File: src/rtl/tl_inflight_limiter_pkg.sv
// Shared TileLink opcodes, channel indices and payload classification helpers
// for the in-flight limiter and its burst tracker.
package tl_inflight_limiter_pkg;

    localparam int SizeWidth = 3;

    // Channel slots inside the burst tracker's packed vectors
    localparam int ChA   = 0;
    localparam int ChC   = 1;
    localparam int ChD   = 2;
    localparam int NumCh = 3;

    typedef enum logic [2:0] {
        PutFullData    = 3'd0,
        PutPartialData = 3'd1,
        ArithmeticData = 3'd2,
        LogicalData    = 3'd3,
        Get            = 3'd4,
        Intent         = 3'd5,
        AcquireBlock   = 3'd6,
        AcquirePerm    = 3'd7
    } tl_a_op_e;

    typedef enum logic [2:0] {
        ProbeAck     = 3'd4,
        ProbeAckData = 3'd5,
        Release      = 3'd6,
        ReleaseData  = 3'd7
    } tl_c_op_e;

    typedef enum logic [2:0] {
        AccessAck     = 3'd0,
        AccessAckData = 3'd1,
        HintAck       = 3'd2,
        Grant         = 3'd4,
        GrantData     = 3'd5,
        ReleaseAck    = 3'd6
    } tl_d_op_e;

    function automatic logic a_has_data(tl_a_op_e op);
        return op inside {PutFullData, PutPartialData, ArithmeticData, LogicalData};
    endfunction

    function automatic logic c_has_data(tl_c_op_e op);
        return op inside {ProbeAckData, ReleaseData};
    endfunction

    function automatic logic d_has_data(tl_d_op_e op);
        return op inside {AccessAckData, GrantData};
    endfunction

endpackage

File: src/rtl/tl_inflight_limiter_if.sv
// Five-channel TileLink link; master issues A/C/E and receives B/D.
interface tl_inflight_limiter_if #(
    parameter int DataWidth   = 64,
    parameter int AddrWidth   = 56,
    parameter int SourceWidth = 1,
    parameter int SinkWidth   = 1
) ();
    localparam int Sw = tl_inflight_limiter_pkg::SizeWidth;

    logic                                a_valid, a_ready;
    tl_inflight_limiter_pkg::tl_a_op_e   a_opcode;
    logic [2:0]                          a_param;
    logic [Sw-1:0]                       a_size;
    logic [SourceWidth-1:0]              a_source;
    logic [AddrWidth-1:0]                a_address;
    logic [DataWidth/8-1:0]              a_mask;
    logic [DataWidth-1:0]                a_data;
    logic                                a_corrupt;

    logic                                b_valid, b_ready;
    logic [2:0]                          b_opcode;
    logic [1:0]                          b_param;
    logic [Sw-1:0]                       b_size;
    logic [SourceWidth-1:0]              b_source;
    logic [AddrWidth-1:0]                b_address;
    logic [DataWidth/8-1:0]              b_mask;
    logic [DataWidth-1:0]                b_data;
    logic                                b_corrupt;

    logic                                c_valid, c_ready;
    tl_inflight_limiter_pkg::tl_c_op_e   c_opcode;
    logic [2:0]                          c_param;
    logic [Sw-1:0]                       c_size;
    logic [SourceWidth-1:0]              c_source;
    logic [AddrWidth-1:0]                c_address;
    logic [DataWidth-1:0]                c_data;
    logic                                c_corrupt;

    logic                                d_valid, d_ready;
    tl_inflight_limiter_pkg::tl_d_op_e   d_opcode;
    logic [1:0]                          d_param;
    logic [Sw-1:0]                       d_size;
    logic [SourceWidth-1:0]              d_source;
    logic [SinkWidth-1:0]                d_sink;
    logic                                d_denied;
    logic [DataWidth-1:0]                d_data;
    logic                                d_corrupt;

    logic                                e_valid, e_ready;
    logic [SinkWidth-1:0]                e_sink;

    modport master (
        output a_valid, a_opcode, a_param, a_size, a_source, a_address, a_mask, a_data, a_corrupt,
        input  a_ready,
        input  b_valid, b_opcode, b_param, b_size, b_source, b_address, b_mask, b_data, b_corrupt,
        output b_ready,
        output c_valid, c_opcode, c_param, c_size, c_source, c_address, c_data, c_corrupt,
        input  c_ready,
        input  d_valid, d_opcode, d_param, d_size, d_source, d_sink, d_denied, d_data, d_corrupt,
        output d_ready,
        output e_valid, e_sink,
        input  e_ready
    );

    modport slave (
        input  a_valid, a_opcode, a_param, a_size, a_source, a_address, a_mask, a_data, a_corrupt,
        output a_ready,
        output b_valid, b_opcode, b_param, b_size, b_source, b_address, b_mask, b_data, b_corrupt,
        input  b_ready,
        input  c_valid, c_opcode, c_param, c_size, c_source, c_address, c_data, c_corrupt,
        output c_ready,
        output d_valid, d_opcode, d_param, d_size, d_source, d_sink, d_denied, d_data, d_corrupt,
        input  d_ready,
        input  e_valid, e_sink,
        output e_ready
    );

endinterface

File: src/rtl/tl_inflight_limiter_burst_tracker.sv
// Per-channel beat counter: flags the first and last beat of every message
// from opcode payload-ness and size.
module tl_burst_tracker
    import tl_inflight_limiter_pkg::*;
#(
    parameter int DataWidth = 64,
    parameter int MaxSize   = 6,
    parameter int NCh       = NumCh
) (
    input  logic                           clk_i,
    input  logic                           rst_ni,
    input  logic [NCh-1:0]                 fire_i,
    input  logic [NCh-1:0]                 has_data_i,
    input  logic [NCh-1:0][SizeWidth-1:0]  size_i,
    output logic [NCh-1:0]                 first_o,
    output logic [NCh-1:0]                 last_o
);
    localparam int LogBeatBytes = $clog2(DataWidth / 8);
    localparam int BeatWidth    = (MaxSize > LogBeatBytes) ? MaxSize - LogBeatBytes : 1;

    for (genvar i = 0; i < NCh; i++) begin : g_ch
        // remain_q counts beats still owed after the last accepted one; zero means idle
        logic [BeatWidth-1:0] remain_q;
        logic [BeatWidth-1:0] len_m1;

        always_comb begin
            len_m1 = '0;
            if (has_data_i[i] && int'(size_i[i]) > LogBeatBytes)
                len_m1 = BeatWidth'((1 << (int'(size_i[i]) - LogBeatBytes)) - 1);
        end

        assign first_o[i] = (remain_q == '0);
        assign last_o[i]  = first_o[i] ? (len_m1 == '0) : (remain_q == BeatWidth'(1));

        always_ff @(posedge clk_i or negedge rst_ni) begin
            if (!rst_ni)        remain_q <= '0;
            else if (fire_i[i]) remain_q <= first_o[i] ? len_m1 : remain_q - 1'b1;
        end
    end

endmodule

File: src/rtl/tl_inflight_limiter.sv
// Caps outstanding A messages and C Releases on a device link; first beats
// stall at the limit, everything else is a zero-latency wire-through.
module tl_inflight_limiter
    import tl_inflight_limiter_pkg::*;
#(
    parameter int DataWidth      = 64,
    parameter int AddrWidth      = 56,
    parameter int SourceWidth    = 1,
    parameter int SinkWidth      = 1,
    parameter int MaxSize        = 6,
    parameter int MaxReqInflight = 2,
    parameter int MaxRelInflight = 1,
    localparam int ACntWidth     = $clog2(MaxReqInflight + 1),
    localparam int CCntWidth     = $clog2(MaxRelInflight + 1)
) (
    input  logic                  clk_i,
    input  logic                  rst_ni,
    tl_inflight_limiter_if.slave  host,
    tl_inflight_limiter_if.master device,
    output logic [ACntWidth-1:0]  a_inflight_o,
    output logic [CCntWidth-1:0]  c_inflight_o,
    output logic                  idle_o
);
    logic [NumCh-1:0]                trk_fire, trk_has_data, trk_first, trk_last;
    logic [NumCh-1:0][SizeWidth-1:0] trk_size;
    logic [ACntWidth-1:0]            a_cnt_q;
    logic [CCntWidth-1:0]            c_cnt_q;
    logic a_block, c_block, c_is_rel;
    logic a_fire, c_fire, d_fire;
    logic a_inc, a_dec, c_inc, c_dec;
    logic unused_trk;

    assign trk_fire[ChA]     = a_fire;
    assign trk_fire[ChC]     = c_fire;
    assign trk_fire[ChD]     = d_fire;
    assign trk_has_data[ChA] = a_has_data(host.a_opcode);
    assign trk_has_data[ChC] = c_has_data(host.c_opcode);
    assign trk_has_data[ChD] = d_has_data(device.d_opcode);
    assign trk_size[ChA]     = host.a_size;
    assign trk_size[ChC]     = host.c_size;
    assign trk_size[ChD]     = device.d_size;
    assign unused_trk        = ^{trk_last[ChA], trk_last[ChC], trk_first[ChD]};

    tl_burst_tracker #(
        .DataWidth (DataWidth),
        .MaxSize   (MaxSize),
        .NCh       (NumCh)
    ) u_burst_tracker (
        .clk_i      (clk_i),
        .rst_ni     (rst_ni),
        .fire_i     (trk_fire),
        .has_data_i (trk_has_data),
        .size_i     (trk_size),
        .first_o    (trk_first),
        .last_o     (trk_last)
    );

    // Admission looks only at registered counts, keeping D off the A/C ready path
    assign a_block  = trk_first[ChA] && (a_cnt_q == ACntWidth'(MaxReqInflight));
    assign c_is_rel = host.c_opcode inside {Release, ReleaseData};
    assign c_block  = trk_first[ChC] && c_is_rel && (c_cnt_q == CCntWidth'(MaxRelInflight));

    assign device.a_valid = host.a_valid && !a_block;
    assign host.a_ready   = device.a_ready && !a_block;
    assign device.c_valid = host.c_valid && !c_block;
    assign host.c_ready   = device.c_ready && !c_block;

    assign a_fire = host.a_valid && host.a_ready;
    assign c_fire = host.c_valid && host.c_ready;
    assign d_fire = device.d_valid && host.d_ready;

    assign a_inc = a_fire && trk_first[ChA];
    assign c_inc = c_fire && trk_first[ChC] && c_is_rel;
    assign a_dec = d_fire && trk_last[ChD] && (device.d_opcode != ReleaseAck);
    assign c_dec = d_fire && (device.d_opcode == ReleaseAck);

    // A retire at zero is a protocol error; the counter saturates rather than wraps
    always_ff @(posedge clk_i or negedge rst_ni) begin
        if (!rst_ni) begin
            a_cnt_q <= '0;
            c_cnt_q <= '0;
        end else begin
            if (a_inc && !a_dec)                       a_cnt_q <= a_cnt_q + 1'b1;
            else if (a_dec && !a_inc && a_cnt_q != '0) a_cnt_q <= a_cnt_q - 1'b1;
            if (c_inc && !c_dec)                       c_cnt_q <= c_cnt_q + 1'b1;
            else if (c_dec && !c_inc && c_cnt_q != '0) c_cnt_q <= c_cnt_q - 1'b1;
        end
    end

    assign a_inflight_o = a_cnt_q;
    assign c_inflight_o = c_cnt_q;
    assign idle_o       = (a_cnt_q == '0) && (c_cnt_q == '0);

    assign device.a_opcode  = host.a_opcode;
    assign device.a_param   = host.a_param;
    assign device.a_size    = host.a_size;
    assign device.a_source  = host.a_source;
    assign device.a_address = host.a_address;
    assign device.a_mask    = host.a_mask;
    assign device.a_data    = host.a_data;
    assign device.a_corrupt = host.a_corrupt;

    assign host.b_valid     = device.b_valid;
    assign host.b_opcode    = device.b_opcode;
    assign host.b_param     = device.b_param;
    assign host.b_size      = device.b_size;
    assign host.b_source    = device.b_source;
    assign host.b_address   = device.b_address;
    assign host.b_mask      = device.b_mask;
    assign host.b_data      = device.b_data;
    assign host.b_corrupt   = device.b_corrupt;
    assign device.b_ready   = host.b_ready;

    assign device.c_opcode  = host.c_opcode;
    assign device.c_param   = host.c_param;
    assign device.c_size    = host.c_size;
    assign device.c_source  = host.c_source;
    assign device.c_address = host.c_address;
    assign device.c_data    = host.c_data;
    assign device.c_corrupt = host.c_corrupt;

    assign host.d_valid     = device.d_valid;
    assign host.d_opcode    = device.d_opcode;
    assign host.d_param     = device.d_param;
    assign host.d_size      = device.d_size;
    assign host.d_source    = device.d_source;
    assign host.d_sink      = device.d_sink;
    assign host.d_denied    = device.d_denied;
    assign host.d_data      = device.d_data;
    assign host.d_corrupt   = device.d_corrupt;
    assign device.d_ready   = host.d_ready;

    assign device.e_valid   = host.e_valid;
    assign device.e_sink    = host.e_sink;
    assign host.e_ready     = device.e_ready;

    a_underflow: assert property (@(posedge clk_i) disable iff (!rst_ni)
        !(a_dec && !a_inc && a_cnt_q == '0));
    c_underflow: assert property (@(posedge clk_i) disable iff (!rst_ni)
        !(c_dec && !c_inc && c_cnt_q == '0));
    link_widths: assert property (@(posedge clk_i)
        $bits(host.a_address) == AddrWidth && $bits(host.a_source) == SourceWidth &&
        $bits(host.d_sink) == SinkWidth && $bits(host.a_data) == DataWidth);

endmodule
File: src/flat_wrapper.sv
// flat-port wrapper written by rule: the top's interface ports become plain ports
module tl_inflight_limiter_flat import tl_inflight_limiter_pkg::*;
#(
    parameter int DataWidth      = 64,
    parameter int AddrWidth      = 56,
    parameter int SourceWidth    = 1,
    parameter int SinkWidth      = 1,
    parameter int MaxSize        = 6,
    parameter int MaxReqInflight = 2,
    parameter int MaxRelInflight = 1,
    localparam int ACntWidth     = $clog2(MaxReqInflight + 1),
    localparam int CCntWidth     = $clog2(MaxRelInflight + 1)
)
  (clk_i, rst_ni, a_inflight_o, c_inflight_o, idle_o, host_a_valid, host_a_opcode, host_a_param, host_a_size, host_a_source, host_a_address, host_a_mask, host_a_data, host_a_corrupt, host_a_ready, host_b_valid, host_b_opcode, host_b_param, host_b_size, host_b_source, host_b_address, host_b_mask, host_b_data, host_b_corrupt, host_b_ready, host_c_valid, host_c_opcode, host_c_param, host_c_size, host_c_source, host_c_address, host_c_data, host_c_corrupt, host_c_ready, host_d_valid, host_d_opcode, host_d_param, host_d_size, host_d_source, host_d_sink, host_d_denied, host_d_data, host_d_corrupt, host_d_ready, host_e_valid, host_e_sink, host_e_ready, device_a_valid, device_a_opcode, device_a_param, device_a_size, device_a_source, device_a_address, device_a_mask, device_a_data, device_a_corrupt, device_a_ready, device_b_valid, device_b_opcode, device_b_param, device_b_size, device_b_source, device_b_address, device_b_mask, device_b_data, device_b_corrupt, device_b_ready, device_c_valid, device_c_opcode, device_c_param, device_c_size, device_c_source, device_c_address, device_c_data, device_c_corrupt, device_c_ready, device_d_valid, device_d_opcode, device_d_param, device_d_size, device_d_source, device_d_sink, device_d_denied, device_d_data, device_d_corrupt, device_d_ready, device_e_valid, device_e_sink, device_e_ready);
  tl_inflight_limiter_if #(.DataWidth(DataWidth), .AddrWidth(AddrWidth), .SourceWidth(SourceWidth), .SinkWidth(SinkWidth)) host_i ();
  tl_inflight_limiter_if #(.DataWidth(DataWidth), .AddrWidth(AddrWidth), .SourceWidth(SourceWidth), .SinkWidth(SinkWidth)) device_i ();
  input  logic clk_i;
  input  logic rst_ni;
  output logic [ACntWidth-1:0] a_inflight_o;
  output logic [CCntWidth-1:0] c_inflight_o;
  output logic idle_o;
  input wire logic [$bits(host_i.a_valid)-1:0] host_a_valid;
  input wire logic [$bits(host_i.a_opcode)-1:0] host_a_opcode;
  input wire logic [$bits(host_i.a_param)-1:0] host_a_param;
  input wire logic [$bits(host_i.a_size)-1:0] host_a_size;
  input wire logic [$bits(host_i.a_source)-1:0] host_a_source;
  input wire logic [$bits(host_i.a_address)-1:0] host_a_address;
  input wire logic [$bits(host_i.a_mask)-1:0] host_a_mask;
  input wire logic [$bits(host_i.a_data)-1:0] host_a_data;
  input wire logic [$bits(host_i.a_corrupt)-1:0] host_a_corrupt;
  output wire logic [$bits(host_i.a_ready)-1:0] host_a_ready;
  output wire logic [$bits(host_i.b_valid)-1:0] host_b_valid;
  output wire logic [$bits(host_i.b_opcode)-1:0] host_b_opcode;
  output wire logic [$bits(host_i.b_param)-1:0] host_b_param;
  output wire logic [$bits(host_i.b_size)-1:0] host_b_size;
  output wire logic [$bits(host_i.b_source)-1:0] host_b_source;
  output wire logic [$bits(host_i.b_address)-1:0] host_b_address;
  output wire logic [$bits(host_i.b_mask)-1:0] host_b_mask;
  output wire logic [$bits(host_i.b_data)-1:0] host_b_data;
  output wire logic [$bits(host_i.b_corrupt)-1:0] host_b_corrupt;
  input wire logic [$bits(host_i.b_ready)-1:0] host_b_ready;
  input wire logic [$bits(host_i.c_valid)-1:0] host_c_valid;
  input wire logic [$bits(host_i.c_opcode)-1:0] host_c_opcode;
  input wire logic [$bits(host_i.c_param)-1:0] host_c_param;
  input wire logic [$bits(host_i.c_size)-1:0] host_c_size;
  input wire logic [$bits(host_i.c_source)-1:0] host_c_source;
  input wire logic [$bits(host_i.c_address)-1:0] host_c_address;
  input wire logic [$bits(host_i.c_data)-1:0] host_c_data;
  input wire logic [$bits(host_i.c_corrupt)-1:0] host_c_corrupt;
  output wire logic [$bits(host_i.c_ready)-1:0] host_c_ready;
  output wire logic [$bits(host_i.d_valid)-1:0] host_d_valid;
  output wire logic [$bits(host_i.d_opcode)-1:0] host_d_opcode;
  output wire logic [$bits(host_i.d_param)-1:0] host_d_param;
  output wire logic [$bits(host_i.d_size)-1:0] host_d_size;
  output wire logic [$bits(host_i.d_source)-1:0] host_d_source;
  output wire logic [$bits(host_i.d_sink)-1:0] host_d_sink;
  output wire logic [$bits(host_i.d_denied)-1:0] host_d_denied;
  output wire logic [$bits(host_i.d_data)-1:0] host_d_data;
  output wire logic [$bits(host_i.d_corrupt)-1:0] host_d_corrupt;
  input wire logic [$bits(host_i.d_ready)-1:0] host_d_ready;
  input wire logic [$bits(host_i.e_valid)-1:0] host_e_valid;
  input wire logic [$bits(host_i.e_sink)-1:0] host_e_sink;
  output wire logic [$bits(host_i.e_ready)-1:0] host_e_ready;
  output wire logic [$bits(device_i.a_valid)-1:0] device_a_valid;
  output wire logic [$bits(device_i.a_opcode)-1:0] device_a_opcode;
  output wire logic [$bits(device_i.a_param)-1:0] device_a_param;
  output wire logic [$bits(device_i.a_size)-1:0] device_a_size;
  output wire logic [$bits(device_i.a_source)-1:0] device_a_source;
  output wire logic [$bits(device_i.a_address)-1:0] device_a_address;
  output wire logic [$bits(device_i.a_mask)-1:0] device_a_mask;
  output wire logic [$bits(device_i.a_data)-1:0] device_a_data;
  output wire logic [$bits(device_i.a_corrupt)-1:0] device_a_corrupt;
  input wire logic [$bits(device_i.a_ready)-1:0] device_a_ready;
  input wire logic [$bits(device_i.b_valid)-1:0] device_b_valid;
  input wire logic [$bits(device_i.b_opcode)-1:0] device_b_opcode;
  input wire logic [$bits(device_i.b_param)-1:0] device_b_param;
  input wire logic [$bits(device_i.b_size)-1:0] device_b_size;
  input wire logic [$bits(device_i.b_source)-1:0] device_b_source;
  input wire logic [$bits(device_i.b_address)-1:0] device_b_address;
  input wire logic [$bits(device_i.b_mask)-1:0] device_b_mask;
  input wire logic [$bits(device_i.b_data)-1:0] device_b_data;
  input wire logic [$bits(device_i.b_corrupt)-1:0] device_b_corrupt;
  output wire logic [$bits(device_i.b_ready)-1:0] device_b_ready;
  output wire logic [$bits(device_i.c_valid)-1:0] device_c_valid;
  output wire logic [$bits(device_i.c_opcode)-1:0] device_c_opcode;
  output wire logic [$bits(device_i.c_param)-1:0] device_c_param;
  output wire logic [$bits(device_i.c_size)-1:0] device_c_size;
  output wire logic [$bits(device_i.c_source)-1:0] device_c_source;
  output wire logic [$bits(device_i.c_address)-1:0] device_c_address;
  output wire logic [$bits(device_i.c_data)-1:0] device_c_data;
  output wire logic [$bits(device_i.c_corrupt)-1:0] device_c_corrupt;
  input wire logic [$bits(device_i.c_ready)-1:0] device_c_ready;
  input wire logic [$bits(device_i.d_valid)-1:0] device_d_valid;
  input wire logic [$bits(device_i.d_opcode)-1:0] device_d_opcode;
  input wire logic [$bits(device_i.d_param)-1:0] device_d_param;
  input wire logic [$bits(device_i.d_size)-1:0] device_d_size;
  input wire logic [$bits(device_i.d_source)-1:0] device_d_source;
  input wire logic [$bits(device_i.d_sink)-1:0] device_d_sink;
  input wire logic [$bits(device_i.d_denied)-1:0] device_d_denied;
  input wire logic [$bits(device_i.d_data)-1:0] device_d_data;
  input wire logic [$bits(device_i.d_corrupt)-1:0] device_d_corrupt;
  output wire logic [$bits(device_i.d_ready)-1:0] device_d_ready;
  output wire logic [$bits(device_i.e_valid)-1:0] device_e_valid;
  output wire logic [$bits(device_i.e_sink)-1:0] device_e_sink;
  input wire logic [$bits(device_i.e_ready)-1:0] device_e_ready;
  assign host_i.a_valid = host_a_valid;
  assign host_i.a_opcode = host_a_opcode;
  assign host_i.a_param = host_a_param;
  assign host_i.a_size = host_a_size;
  assign host_i.a_source = host_a_source;
  assign host_i.a_address = host_a_address;
  assign host_i.a_mask = host_a_mask;
  assign host_i.a_data = host_a_data;
  assign host_i.a_corrupt = host_a_corrupt;
  assign host_a_ready = host_i.a_ready;
  assign host_b_valid = host_i.b_valid;
  assign host_b_opcode = host_i.b_opcode;
  assign host_b_param = host_i.b_param;
  assign host_b_size = host_i.b_size;
  assign host_b_source = host_i.b_source;
  assign host_b_address = host_i.b_address;
  assign host_b_mask = host_i.b_mask;
  assign host_b_data = host_i.b_data;
  assign host_b_corrupt = host_i.b_corrupt;
  assign host_i.b_ready = host_b_ready;
  assign host_i.c_valid = host_c_valid;
  assign host_i.c_opcode = host_c_opcode;
  assign host_i.c_param = host_c_param;
  assign host_i.c_size = host_c_size;
  assign host_i.c_source = host_c_source;
  assign host_i.c_address = host_c_address;
  assign host_i.c_data = host_c_data;
  assign host_i.c_corrupt = host_c_corrupt;
  assign host_c_ready = host_i.c_ready;
  assign host_d_valid = host_i.d_valid;
  assign host_d_opcode = host_i.d_opcode;
  assign host_d_param = host_i.d_param;
  assign host_d_size = host_i.d_size;
  assign host_d_source = host_i.d_source;
  assign host_d_sink = host_i.d_sink;
  assign host_d_denied = host_i.d_denied;
  assign host_d_data = host_i.d_data;
  assign host_d_corrupt = host_i.d_corrupt;
  assign host_i.d_ready = host_d_ready;
  assign host_i.e_valid = host_e_valid;
  assign host_i.e_sink = host_e_sink;
  assign host_e_ready = host_i.e_ready;
  assign device_a_valid = device_i.a_valid;
  assign device_a_opcode = device_i.a_opcode;
  assign device_a_param = device_i.a_param;
  assign device_a_size = device_i.a_size;
  assign device_a_source = device_i.a_source;
  assign device_a_address = device_i.a_address;
  assign device_a_mask = device_i.a_mask;
  assign device_a_data = device_i.a_data;
  assign device_a_corrupt = device_i.a_corrupt;
  assign device_i.a_ready = device_a_ready;
  assign device_i.b_valid = device_b_valid;
  assign device_i.b_opcode = device_b_opcode;
  assign device_i.b_param = device_b_param;
  assign device_i.b_size = device_b_size;
  assign device_i.b_source = device_b_source;
  assign device_i.b_address = device_b_address;
  assign device_i.b_mask = device_b_mask;
  assign device_i.b_data = device_b_data;
  assign device_i.b_corrupt = device_b_corrupt;
  assign device_b_ready = device_i.b_ready;
  assign device_c_valid = device_i.c_valid;
  assign device_c_opcode = device_i.c_opcode;
  assign device_c_param = device_i.c_param;
  assign device_c_size = device_i.c_size;
  assign device_c_source = device_i.c_source;
  assign device_c_address = device_i.c_address;
  assign device_c_data = device_i.c_data;
  assign device_c_corrupt = device_i.c_corrupt;
  assign device_i.c_ready = device_c_ready;
  assign device_i.d_valid = device_d_valid;
  assign device_i.d_opcode = device_d_opcode;
  assign device_i.d_param = device_d_param;
  assign device_i.d_size = device_d_size;
  assign device_i.d_source = device_d_source;
  assign device_i.d_sink = device_d_sink;
  assign device_i.d_denied = device_d_denied;
  assign device_i.d_data = device_d_data;
  assign device_i.d_corrupt = device_d_corrupt;
  assign device_d_ready = device_i.d_ready;
  assign device_e_valid = device_i.e_valid;
  assign device_e_sink = device_i.e_sink;
  assign device_i.e_ready = device_e_ready;
  tl_inflight_limiter #(.DataWidth(DataWidth), .AddrWidth(AddrWidth), .SourceWidth(SourceWidth), .SinkWidth(SinkWidth), .MaxSize(MaxSize), .MaxReqInflight(MaxReqInflight), .MaxRelInflight(MaxRelInflight)) u_core (.clk_i(clk_i), .rst_ni(rst_ni), .host(host_i), .device(device_i), .a_inflight_o(a_inflight_o), .c_inflight_o(c_inflight_o), .idle_o(idle_o));
endmodule
File: config.mk
export PLATFORM = sky130hd
export DESIGN_NAME = tl_inflight_limiter_flat
export DESIGN_NICKNAME = d
export VERILOG_FILES = /design/src/rtl/tl_inflight_limiter_pkg.sv /design/src/rtl/tl_inflight_limiter_if.sv /design/src/rtl/tl_inflight_limiter_burst_tracker.sv /design/src/rtl/tl_inflight_limiter.sv /design/src/flat_wrapper.sv
export SDC_FILE = /design/constraint.sdc
export NUM_CORES = 1
export LEC_CHECK = 0
export BUFFER_PORTS_ARGS = -buffer_cell sky130_fd_sc_hd__buf_2
export CAP_MARGIN = 15
export CORE_AREA = 10 10 380 382
export CTS_CLUSTER_DIAMETER = 30
export DETAILED_ROUTE_END_ITERATION = 10
export DIE_AREA = 0 0 390 392
export SETUP_SLACK_MARGIN = 0.5
export SLEW_MARGIN = 25
export SYNTH_ARGS = -nofsm -noshare
export SYNTH_HDL_FRONTEND = slang
export SYNTH_SLANG_ARGS = --single-unit
File: constraint.sdc
create_clock -name clk_i -period 2.4 [get_ports clk_i]
set_input_delay 0.36 -clock clk_i [delete_from_list [all_inputs] [get_ports clk_i]]
set_output_delay 0.36 -clock clk_i [all_outputs]
set_load 0.05 [all_outputs]
==> results.toml <==
[clock_network]
cts_num_sinks = 12
worst_skew_pair.late_latency_ns = 0.29
cts-root-buf = "clkbuf_16"
cts_tree = "built"
number_of_clock_buffers_inserted_by_tritoncts = 3
cts.hold.buffers_added = 0
cts_buffer_depth = 2
clock_pin_slew_on_the_worst_setup_and_hold_paths_ns = 0.08
cts-htree-levels = 1

[critical_path]
reg2reg_from = "u_core.u_burst_tracker.g_ch[0].remain_q[0]"
ff2ff_setup_slack_ns = 0.44
worst-setup-path-type = "primary input to register"
worst_ep_arrival_time_ns = 2.32
worstPathMaxFanout = 5
cpMostUsedCell = "ha_4"
worst_r2r_path_depth = 9
start_point_of_the_critical_path = "device_d_size[0]"
cp_data_required_time_ns = 2.57
critical_path.n_buffers_inverters = 1
crit_path_end = "u_core.a_inflight_o[0]"
crit_chain = "buf_8 -> ha_4 -> ha_4 -> or4_4 -> ha_4 -> nand3_2 -> nor3_4 -> nor3_1 -> nor4_2 -> nand2_1"
cp_num_cells = 10
worst_setup_path_end_kind = "register"
crit_path_start_kind = "primary input"
crit_family = "simple AND/OR/NAND/NOR gates"
worstReg2RegEnd = "u_core.a_inflight_o[0]"
delay_of_the_slowest_cell_on_the_worst_path_ns = 0.44
cpMaxStageDelayCell = "or4_4"

[yosys]
netlist_top_cells_count = "buf_4 (491), ha_1 (17), inv_1 (16), dfrtp_1 (12), nand2_1 (11)"
mappedNetlistNets = 1140
post_synth_num_cell_types = 42
synth_xor_xnor_area_share = 0.00544
synth_fa_ha_area_frac = 0.0440
post-synth-top-count-cell = "buf_4"
post_synth_inst_count = 626
netlist_top_cells_area = "buf_4 (76%), dfrtp_1 (6.2%), ha_1 (4.4%), inv_1 (1.2%), nand2_1 (0.85%)"
synth_sequential_area_ratio = 0.0622
dominant_combinational_cell_family_by_area_after_synthesis = "buffers and inverters"
synth_area_per_cell_sq_um = 7.72
synth-main-ff-cell = "dfrtp_1"
yosysTopAreaCell = "buf_4"
synth_edf_count = 0
post-synth-top-area-fraction = 0.763
synth_area_sq_mm = 0.00483
synth_compound_area_frac = 0.0477
ys_ff_latch = 12
muxShareOfSynthArea = 0
synth_async_sr_flop_share = 1.00
synthesized_area_fraction_occupied_by_and_or_nand_nor_cells = 0.0645
yosys_warnings = 0

[floorplanning]
die_h_um = 392
die-width_um = 390
design.portCount = 996
area_of_the_die_sq_mm = 0.153
rows = 136
core_area_sq_mm = 0.137
initial_core_util = 0.0353

[cells_and_area]
final_cell_area_sq_mm = 0.00418
total_area_of_sequential_cells_sq_um = 300
area_taken_by_multi_input_logic_gates_sq_um = 966
layout.nets = 729
final_core_util = 0.0305
layout-drive-gt1-share = 0.523
areaGrowthSynthToFinish_pct = -13.5
layout.filler_cells = 16400

[grt]
grt_max_degree = 13
via_count_of_the_first_global_routing_pass = 2257
wire_length_of_the_first_global_routing_pass_um = 107000
globalRouteOverflowTotal = 0
antenna_found_initial = 18
grt_usage = 0.127

[place]
postPlaceCellArea_sq_mm = 0.00387
post-place-ws_ns = -0.129
finalWeightedCongestion = 0.919
detailed_place_hpwl_um = 100000
portBuffers = 49

[sta]
timing.fmax_mhz = 464
finalHoldViolations = 0
grt_setup_unrepaired = "true"
timing_worst_slew_pin_value_ns = 0.626
clock-skew-final_ns = 0.00841
slew_headroom = 0.583
post-route-min-period_ns = 2.16
setup_tns_ns = 0
drv_slew = 0
postLayoutSetupSlackWorst_ns = 0.244
finalSetupViolCount = 0
period_share = 0.898

[power_and_ir_drop]
post-layout-total-power_mw = 1.92
irDropWorstVdd_uv = 172
power_density_over_cell_area_mw_per_mm2 = 461
cellLeakagePower_nw = 0.948

[run_status]
status = "finished clean"

[routing]
antenna_violating_nets_post_route = 0
wl_per_cell_um = 51.1
viasPerCell = 1.18
vias = 2371
initialDrtViolationCount = 100
detailedRoute.firstPassIterationCount = 4
post_route_drc = 0
finalWirelength_um = 103000

[job]
maxCapViolCount = 0

[worst_hold_path]
worst_hold_path_type = "primary input to async pin"
## worst min-delay path by stage
stage                                                 endpoint  slack, ns  cells after the start
floorplan                               u_core.a_inflight_o[0]       0.06                      0
global placement    u_core.u_burst_tracker.g_ch[0].remain_q[2]       0.47                      2
detailed placement  u_core.u_burst_tracker.g_ch[0].remain_q[2]       0.48                      1
CTS                 u_core.u_burst_tracker.g_ch[0].remain_q[2]       0.14                      1
global route        u_core.u_burst_tracker.g_ch[0].remain_q[2]       0.10                      1
finish              u_core.u_burst_tracker.g_ch[0].remain_q[2]       0.06                      1
## where the power goes
part	total, mW	internal [mW]	switching, mW
clock	0.442	0.257	0.185
sequential	0.351	0.286	0.0652
combinational	1.13	0.441	0.691
total	1.92	0.983	0.941
## cells by family after synthesis
group,Yosys count
and+or+nand+nor,52
AOI/OAI and AO/OA,34
xor gates and xnor gates,3
buffers and inverters,508
DFF,12
adders and majority gates,17
## metal layers
layer	part of all wire	vias up	routed length, um	global-route usage
met5	0.0073	-	751	0.0329
met4	0.016	18	1680	0.0185
met3	0.44	96	44700	0.265
met2	0.45	766	46600	0.204
met1	0.087	834	8920	0.0319
li1	-	657	-	-
## layout by cell type, fill, tap and decap left out, types with 4 or more instances in the layout
| master | instances |
|---|---|
| buf_2 | 42 |
| o21ai_0 | 5 |
| ha_1 | 5 |
| ha_4 | 9 |
| nor3_1 | 4 |
| o22ai_1 | 6 |
| a21oi_1 | 6 |
| inv_1 | 14 |
| dfrtp_1 | 12 |
| nand2_1 | 11 |
| buf_4 | 26 |
| nor2_1 | 9 |
## metrics by stage
step           instances  hold slack [ns]
2_1_floorplan        626           0.0644
3_3_place_gp        1992            0.474
3_5_place_dp        1992            0.476
4_1_cts             2003            0.143
5_1_grt             2008            0.101
6_report            2010           0.0624
## sequential cells by signal, indices dropped and copies added (netlist names)
name and cells:
u_core.a_inflight_o 2, u_core.u_burst_tracker.g_ch.remain_q 9, u_core.c_inflight_o 1
## area by class of cell
cell class | instances | area share
Tap cell | 1794 | 0.537
Multi-Input combinational cell | 106 | 0.231
Sequential cell | 12 | 0.0719
Clock buffer | 4 | 0.0213
Inverter | 16 | 0.0144
Antenna cell | 2 | 0.00120
Timing Repair Buffer | 76 | 0.123
## repair_timing
item                                    in CTS  in global routing
resized for setup                           24                  7
pin swaps                                   10                  5
endpoints found under the setup margin       6                  8
setup buffers                                7                  5
No activity file was read; power rests on OpenSTA's default activity.
